## src/rtl/multicycle_ctrl_if.sv

```systemverilog
// multicycle_ctrl_if: memory handshake between the multi-cycle controller
// and the instruction/data memory.
//   mem_req : controller -> memory, access request
//   mem_we  : controller -> memory, write (STORE data phase)
//   mem_ack : memory -> controller, transfer complete this cycle
interface multicycle_ctrl_if;
  logic mem_req;
  logic mem_we;
  logic mem_ack;

  modport master (output mem_req, output mem_we, input mem_ack);
  modport slave  (input mem_req, input mem_we, output mem_ack);
endinterface

```

## src/rtl/multicycle_ctrl.sv

```systemverilog
// multicycle_ctrl: multi-cycle control unit for the rysy RISC-V core.
// Sequences each instruction through FETCH/DECODE/EXEC/MEM/WB (plus TRAP)
// and drives the datapath selects, the memory handshake, a memory timeout,
// an illegal-opcode trap and a retired-instruction counter.
// Ports:
//   clk, rst            clock; asynchronous active-low reset
//   mem                 memory handshake (req/we out, ack in)
//   opcode/func3/func7  IR fields, stable from DECODE to end of instruction
//   b                   branch comparator result (1 = taken)
//   ir_we, pc_we        IR / PC write enables
//   pc_sel              0 PC+4, 1 ALU target, 2 JALR target, 3 trap vector
//   alu_op, alu1_sel, alu2_sel, imm_type, rd_sel, reg_wr  datapath controls
//   trap, trap_cause    one-cycle trap pulse, sticky cause (1 illegal, 2 timeout)
//   instret             retired-instruction count (wraps)
module multicycle_ctrl #(
  parameter int unsigned MEM_TIMEOUT = 16,
  parameter int unsigned CNT_W       = 32
) (
  input  logic              clk,
  input  logic              rst,
  multicycle_ctrl_if.master mem,
  input  logic [4:0]        opcode,
  input  logic [2:0]        func3,
  input  logic [6:0]        func7,
  input  logic              b,
  output logic              ir_we,
  output logic              pc_we,
  output logic [1:0]        pc_sel,
  output logic [3:0]        alu_op,
  output logic              alu1_sel,
  output logic              alu2_sel,
  output logic [2:0]        imm_type,
  output logic [1:0]        rd_sel,
  output logic              reg_wr,
  output logic              trap,
  output logic [1:0]        trap_cause,
  output logic [CNT_W-1:0]  instret
);

  localparam logic [4:0] OPC_LOAD   = 5'b00000;
  localparam logic [4:0] OPC_OP_IMM = 5'b00100;
  localparam logic [4:0] OPC_STORE  = 5'b01000;
  localparam logic [4:0] OPC_OP     = 5'b01100;
  localparam logic [4:0] OPC_LUI    = 5'b01101;
  localparam logic [4:0] OPC_BRANCH = 5'b11000;
  localparam logic [4:0] OPC_JALR   = 5'b11001;
  localparam logic [4:0] OPC_JAL    = 5'b11011;

  localparam int unsigned TMO_W = (MEM_TIMEOUT > 1) ? $clog2(MEM_TIMEOUT) : 1;

  typedef enum logic [2:0] {S_FETCH, S_DECODE, S_EXEC, S_MEM, S_WB, S_TRAP} state_t;
  typedef enum logic [3:0] {
    ALU_ADD, ALU_SUB, ALU_SLL, ALU_SLT, ALU_SLTU, ALU_XOR,
    ALU_SRL, ALU_SRA, ALU_OR, ALU_AND, ALU_PASS_B
  } alu_t;
  typedef enum logic [2:0] {IMM_I, IMM_S, IMM_B, IMM_U, IMM_J} imm_t;

  state_t             state_q, state_d;
  logic [TMO_W-1:0]   tmo_q, tmo_d;
  logic [1:0]         cause_q, cause_d;
  logic [CNT_W-1:0]   instret_q, instret_d;

  logic               legal, alt_f7, tmo_hit;
  alu_t               f3_op, dec_alu_op;
  imm_t               dec_imm;
  logic               dec_alu1, dec_alu2;

  assign alt_f7  = (func7 == 7'b0100000);
  assign tmo_hit = (MEM_TIMEOUT != 0) && (tmo_q == TMO_W'(MEM_TIMEOUT - 1));

  // ALU operation implied by func3; SUB only exists for register-register OP.
  always_comb begin
    f3_op = ALU_ADD;
    case (func3)
      3'b000:  f3_op = (alt_f7 && opcode == OPC_OP) ? ALU_SUB : ALU_ADD;
      3'b001:  f3_op = ALU_SLL;
      3'b010:  f3_op = ALU_SLT;
      3'b011:  f3_op = ALU_SLTU;
      3'b100:  f3_op = ALU_XOR;
      3'b101:  f3_op = alt_f7 ? ALU_SRA : ALU_SRL;
      3'b110:  f3_op = ALU_OR;
      default: f3_op = ALU_AND;
    endcase
  end

  // Static decode of the IR; held from DECODE through WB so the ALU result
  // (address, link target) stays valid in MEM and WB.
  always_comb begin
    legal      = 1'b1;
    dec_alu_op = ALU_ADD;
    dec_alu1   = 1'b0;
    dec_alu2   = 1'b1;
    dec_imm    = IMM_I;
    case (opcode)
      OPC_OP:     begin dec_alu_op = f3_op; dec_alu2 = 1'b0; end
      OPC_OP_IMM: dec_alu_op = f3_op;
      OPC_LOAD:   dec_imm = IMM_I;
      OPC_STORE:  dec_imm = IMM_S;
      OPC_LUI:    begin dec_alu_op = ALU_PASS_B; dec_imm = IMM_U; end
      OPC_JAL:    begin dec_alu1 = 1'b1; dec_imm = IMM_J; end
      OPC_JALR:   dec_imm = IMM_I;
      OPC_BRANCH: begin dec_alu1 = 1'b1; dec_imm = IMM_B; end
      default:    begin legal = 1'b0; dec_alu2 = 1'b0; end
    endcase
  end

  always_comb begin
    state_d     = state_q;
    tmo_d       = '0;
    cause_d     = cause_q;
    mem.mem_req = 1'b0;
    mem.mem_we  = 1'b0;
    ir_we       = 1'b0;
    pc_we       = 1'b0;
    pc_sel      = 2'd0;
    alu_op      = ALU_ADD;
    alu1_sel    = 1'b0;
    alu2_sel    = 1'b0;
    imm_type    = IMM_I;
    rd_sel      = 2'd0;
    reg_wr      = 1'b0;
    trap        = 1'b0;

    if (state_q inside {S_DECODE, S_EXEC, S_MEM, S_WB}) begin
      alu_op   = dec_alu_op;
      alu1_sel = dec_alu1;
      alu2_sel = dec_alu2;
      imm_type = dec_imm;
    end

    case (state_q)
      S_FETCH: begin
        mem.mem_req = 1'b1;
        if (mem.mem_ack) begin
          ir_we   = 1'b1;
          state_d = S_DECODE;
        end else if (tmo_hit) begin
          state_d = S_TRAP;
          cause_d = 2'd2;
        end else begin
          tmo_d = tmo_q + 1'b1;
        end
      end
      S_DECODE: begin
        if (legal) begin
          state_d = S_EXEC;
        end else begin
          state_d = S_TRAP;
          cause_d = 2'd1;
        end
      end
      S_EXEC: begin
        if (opcode == OPC_BRANCH) begin
          pc_we   = 1'b1;
          pc_sel  = b ? 2'd1 : 2'd0;
          state_d = S_FETCH;
        end else if (opcode == OPC_LOAD || opcode == OPC_STORE) begin
          state_d = S_MEM;
        end else begin
          state_d = S_WB;
        end
      end
      S_MEM: begin
        mem.mem_req = 1'b1;
        mem.mem_we  = (opcode == OPC_STORE);
        if (mem.mem_ack) begin
          if (opcode == OPC_STORE) begin
            pc_we   = 1'b1;
            state_d = S_FETCH;
          end else begin
            state_d = S_WB;
          end
        end else if (tmo_hit) begin
          state_d = S_TRAP;
          cause_d = 2'd2;
        end else begin
          tmo_d = tmo_q + 1'b1;
        end
      end
      S_WB: begin
        reg_wr  = 1'b1;
        pc_we   = 1'b1;
        state_d = S_FETCH;
        case (opcode)
          OPC_LOAD: rd_sel = 2'd1;
          OPC_JAL:  begin rd_sel = 2'd2; pc_sel = 2'd1; end
          OPC_JALR: begin rd_sel = 2'd2; pc_sel = 2'd2; end
          default:  rd_sel = 2'd0;
        endcase
      end
      default: begin
        trap    = 1'b1;
        pc_we   = 1'b1;
        pc_sel  = 2'd3;
        state_d = S_FETCH;
      end
    endcase

    // Reset forces the Moore outputs low immediately, not on the next edge.
    if (!rst) begin
      mem.mem_req = 1'b0;
      mem.mem_we  = 1'b0;
      ir_we       = 1'b0;
      pc_we       = 1'b0;
      pc_sel      = 2'd0;
      alu_op      = ALU_ADD;
      alu1_sel    = 1'b0;
      alu2_sel    = 1'b0;
      imm_type    = IMM_I;
      rd_sel      = 2'd0;
      reg_wr      = 1'b0;
      trap        = 1'b0;
    end

    instret_d = instret_q;
    if (pc_we && state_q != S_TRAP) instret_d = instret_q + 1'b1;
  end

  always_ff @(posedge clk or negedge rst) begin
    if (!rst) begin
      state_q   <= S_FETCH;
      tmo_q     <= '0;
      cause_q   <= '0;
      instret_q <= '0;
    end else begin
      state_q   <= state_d;
      tmo_q     <= tmo_d;
      cause_q   <= cause_d;
      instret_q <= instret_d;
    end
  end

  assign trap_cause = cause_q;
  assign instret    = instret_q;

endmodule

```

## src/flat_wrapper.sv

```systemverilog
// flat-port wrapper written by rule: the top's interface ports become plain ports
module multicycle_ctrl_flat 
#(
  parameter int unsigned MEM_TIMEOUT = 16,
  parameter int unsigned CNT_W       = 32
)
  (clk, rst, opcode, func3, func7, b, ir_we, pc_we, pc_sel, alu_op, alu1_sel, alu2_sel, imm_type, rd_sel, reg_wr, trap, trap_cause, instret, mem_mem_req, mem_mem_we, mem_mem_ack);
  multicycle_ctrl_if mem_i ();
  input  logic clk;
  input  logic rst;
  input  logic [4:0] opcode;
  input  logic [2:0] func3;
  input  logic [6:0] func7;
  input  logic b;
  output logic ir_we;
  output logic pc_we;
  output logic [1:0] pc_sel;
  output logic [3:0] alu_op;
  output logic alu1_sel;
  output logic alu2_sel;
  output logic [2:0] imm_type;
  output logic [1:0] rd_sel;
  output logic reg_wr;
  output logic trap;
  output logic [1:0] trap_cause;
  output logic [CNT_W-1:0] instret;
  output wire logic [$bits(mem_i.mem_req)-1:0] mem_mem_req;
  output wire logic [$bits(mem_i.mem_we)-1:0] mem_mem_we;
  input wire logic [$bits(mem_i.mem_ack)-1:0] mem_mem_ack;
  assign mem_mem_req = mem_i.mem_req;
  assign mem_mem_we = mem_i.mem_we;
  assign mem_i.mem_ack = mem_mem_ack;
  multicycle_ctrl #(.MEM_TIMEOUT(MEM_TIMEOUT), .CNT_W(CNT_W)) u_core (.clk(clk), .rst(rst), .mem(mem_i), .opcode(opcode), .func3(func3), .func7(func7), .b(b), .ir_we(ir_we), .pc_we(pc_we), .pc_sel(pc_sel), .alu_op(alu_op), .alu1_sel(alu1_sel), .alu2_sel(alu2_sel), .imm_type(imm_type), .rd_sel(rd_sel), .reg_wr(reg_wr), .trap(trap), .trap_cause(trap_cause), .instret(instret));
endmodule
```

## config.mk

```make
export PLATFORM = sky130hd
export DESIGN_NAME = multicycle_ctrl_flat
export DESIGN_NICKNAME = d
export VERILOG_FILES = /design/src/rtl/multicycle_ctrl_if.sv /design/src/rtl/multicycle_ctrl.sv /design/src/flat_wrapper.sv
export SDC_FILE = /design/constraint.sdc
export NUM_CORES = 1
export LEC_CHECK = 0
export ABC_AREA = 1
export CAP_MARGIN = 20
export CORE_ASPECT_RATIO = 2
export CORE_UTILIZATION = 47
export CTS_BUF_LIST = sky130_fd_sc_hd__clkbuf_4
export DETAILED_ROUTE_END_ITERATION = 7
export PLACE_DENSITY = 0.8
export SLEW_MARGIN = 40
export SYNTH_ARGS = -nofsm -noshare
export SYNTH_HDL_FRONTEND = slang
export SYNTH_SLANG_ARGS = --single-unit
```

## constraint.sdc

```tcl
create_clock -name clk -period 1.5 [get_ports clk]
set_input_delay 0.3 -clock clk [delete_from_list [all_inputs] [get_ports clk]]
set_output_delay 0.3 -clock clk [all_outputs]
set_load 0.01 [all_outputs]
```

==> results.toml <==
[floorplanning]
io_pins = 72
dieHeight_um = 114
core_um2 = 6010
fp.dieW_um = 58
row_count = 40
die_area_um2 = 6610
start_util_pct = 49.1

[drt]
post_drt_via_cell_ratio = 5.97
drt-wirelength-per-cell_um = 20.6
m1WireLength_um = 4300
firstDrtPassIters = 8
vias = 4342
finalWirelength_um = 15000
wl_met3_um = 1280
drt_iter0_markers = 465
top_layer = "met4"
drc_errors = 7
ant_nets = 0
wl_met2_um = 7510

[synth]
synthTopCellsByArea = "dfrtp_1 (35%), nand2_1 (28%), nor2_1 (11%)"
syn_avg_cell_area_um2 = 6.26
yosysSeqAreaShare_pct = 34.8
synth_nets = 492
synth.ff_latch_count = 41
yosys.area.top_type_share_pct = 34.8
synth-edff-count = 0
synth_flop_cell = "dfrtp_1"
synth_cell_type_count = 28
syn-cell-area_um2 = 2950
async_flop_share_pct = 100
syn_inst = 471
synth.most_common_cell = "nand2_1"
synth_area_leader_cell = "dfrtp_1"
synth_warnings = 0
synth_commonest_cells = "nand2_1 (216), nor2_1 (85), dfrtp_1 (41)"

[global_route]
grt_pass1_wl_um = 20900
grt_usage_pct = 42.9
antenna_found_initial = 1
grt_pass1_vias = 4275
grt_max_degree = 43
globalRouteOverflowTotal = 0

[timing]
maxSlewHeadroom_pct = 58.0
setup_slack_ps = -640
rsz0062_at_grt = "true"
fin_crit_ps = 2140
finalMaxSlewViolations = 0
fin_crit_sh_pct = 143
fmax_ghz = 0.467
finClkSkew_ps = 16.9
final_hold_viol_count = 0
finalSetupViolations = 56
max_slew.worst_pin.slew_ps = 625
hold_slack_ps = 247

[power_and_ir_drop]
ir_drop_uv = 1040
p_sw_mw = 2.19
switching_share_pct = 41.7
combPwrFrac_pct = 59.7
p_leak_nw = 2.72
seqPwrFrac_pct = 25.7
p_int_mw = 3.07
p_per_area_nw_per_um2 = 996
clkPwrFrac_pct = 14.6

[clock_tree]
cts_tree = "built"
hold_buffers = 0
clk_pin_slew_worst_paths_ps = 140
htreeDepth = 2
cts_buffers = 5
cts_num_sinks = 41
insertion_delay_ps = 390
cts_buffer_depth = 2
ctsRootBufferMaster = "clkbuf_4"

[min_path]
hold_path.class = "input port to async pin"

[cells_and_area]
final_nets = 684
drive_gt1_share_pct = 42.2
area.growth.synth_to_final_pct = 79.0
insertedDiodeCount = 0
fin_cells = 727

[placed_design]
post-dp-hpwl_um = 7840
place_inst = 659
port_buffers = 71
pre_cts_slack_ps = -902
gp_congestion = 0.971

[setup_path]
path_class = "register to register"
required_ps = 1830
end_kind = "register"
cp.arrival_ps = 2470
start_kind = "register"
worstPathMaxFanout = 4

[run_status]
violations = "DRC, setup timing"
run_status = "finished, violations left"

[job]
maxCapViolCount = 0
-- cell families after synthesis --
family / synth area share, %
AND/OR/NAND/NOR: 52.0
flip-flops: 34.8
buffers and inverters: 5.22
AO/OA/AOI/OAI: 2.63
XOR/XNOR: 4.46
adder cells (fa/ha/maj): 0.849
-- critical path, stage by stage (launching register included) --
cell,delay (ps)
dfrtp_1,410
buf_4,130
nand2_1,80
nor2_1,250
nand2_2,170
buf_4,170
nor3_1,520
nor2_1,190
o21ai_2,180
-- per-stage QoR --
step / cell area, um^2 / power, mW / utilization (%) / TNS (ps)
final: 5280 / 5.26 / 87.9 / -21610
after global placement: 4180 / 3.11 / 69.7 / -30960
after detailed placement: 4180 / 3.13 / 69.7 / -32230
after CTS: 4930 / 4.66 / 82.0 / -19330
after global routing: 5280 / 5.41 / 87.9 / -25270
after floorplan: 2970 / 2.05 / - / -22.5
-- area by class of cell --
type | instances | area, um^2
fillers | 309 | 728
flip-flops and latches | 41 | 1040
well taps | 63 | 78.8
clock inverters | 3 | 41.3
inverters | 31 | 124
multi-input cells | 394 | 2270
repair buffers | 190 | 1690
clock buffers | 5 | 37.5
-- layer usage --
layer,track usage [%],vias to the layer above
met4,35.9,0
met2,77.0,340
met3,12.9,162
li1,-,1867
met1,36.8,1973
met5,0,-
-- state kept, by name, indices dropped and copies added, names as in the netlist --
signal,flops
u_core.instret,32
u_core.tmo_q,4
u_core.state_q,3
u_core.trap_cause,2
-- path summary, 6_finish.rpt --
| check | startpoint | to | slack, ps | cells past startpoint |
|---|---|---|---|---|
| worst max-delay path | u_core.instret[2] | u_core.instret[15] | -640 | 8 |
| worst min-delay path | rst | u_core.instret[13] | 250 | 3 |
| worst max register to register | u_core.instret[2] | u_core.instret[15] | -640 | 8 |
| worst min register to register | u_core.tmo_q[0] | u_core.tmo_q[0] | 480 | 1 |
| max in group asynchronous | rst | u_core.instret[0] | 820 | 3 |
| min in group clk | u_core.tmo_q[0] | u_core.tmo_q[0] | 480 | 1 |
-- power by group through the flow --
stage	registers (mW)	logic [mW]	clock network (mW)
3_5_place_dp	1.35	1.78	0
2_1_floorplan	1.37	0.678	0
3_3_place_gp	1.35	1.76	0
6_report	1.35	3.14	0.769
4_1_cts	1.32	2.57	0.767
5_1_grt	1.36	3.25	0.806
-- timing repair --
item	4_1_cts	5_1_grt
hold endpoints to repair	0	0
cloned	7	0
setup buffers	54	8
gates resized for setup	212	99
pin swaps	32	29
setup endpoints to repair	89	58
-- placed cells by master (no fill, tap or decap), drive strengths merged, types with 9 or more instances in the layout --
cell type / instances
buf: 140
clkdlybuf4s50: 12
dfrtp: 41
dlygate4sd2: 30
inv: 31
nand2: 218
nand3: 20
nand3b: 15
nor2: 89
nor3: 12
o21ai: 9
xor2: 11
No activity file was read; power rests on OpenSTA's default activity.
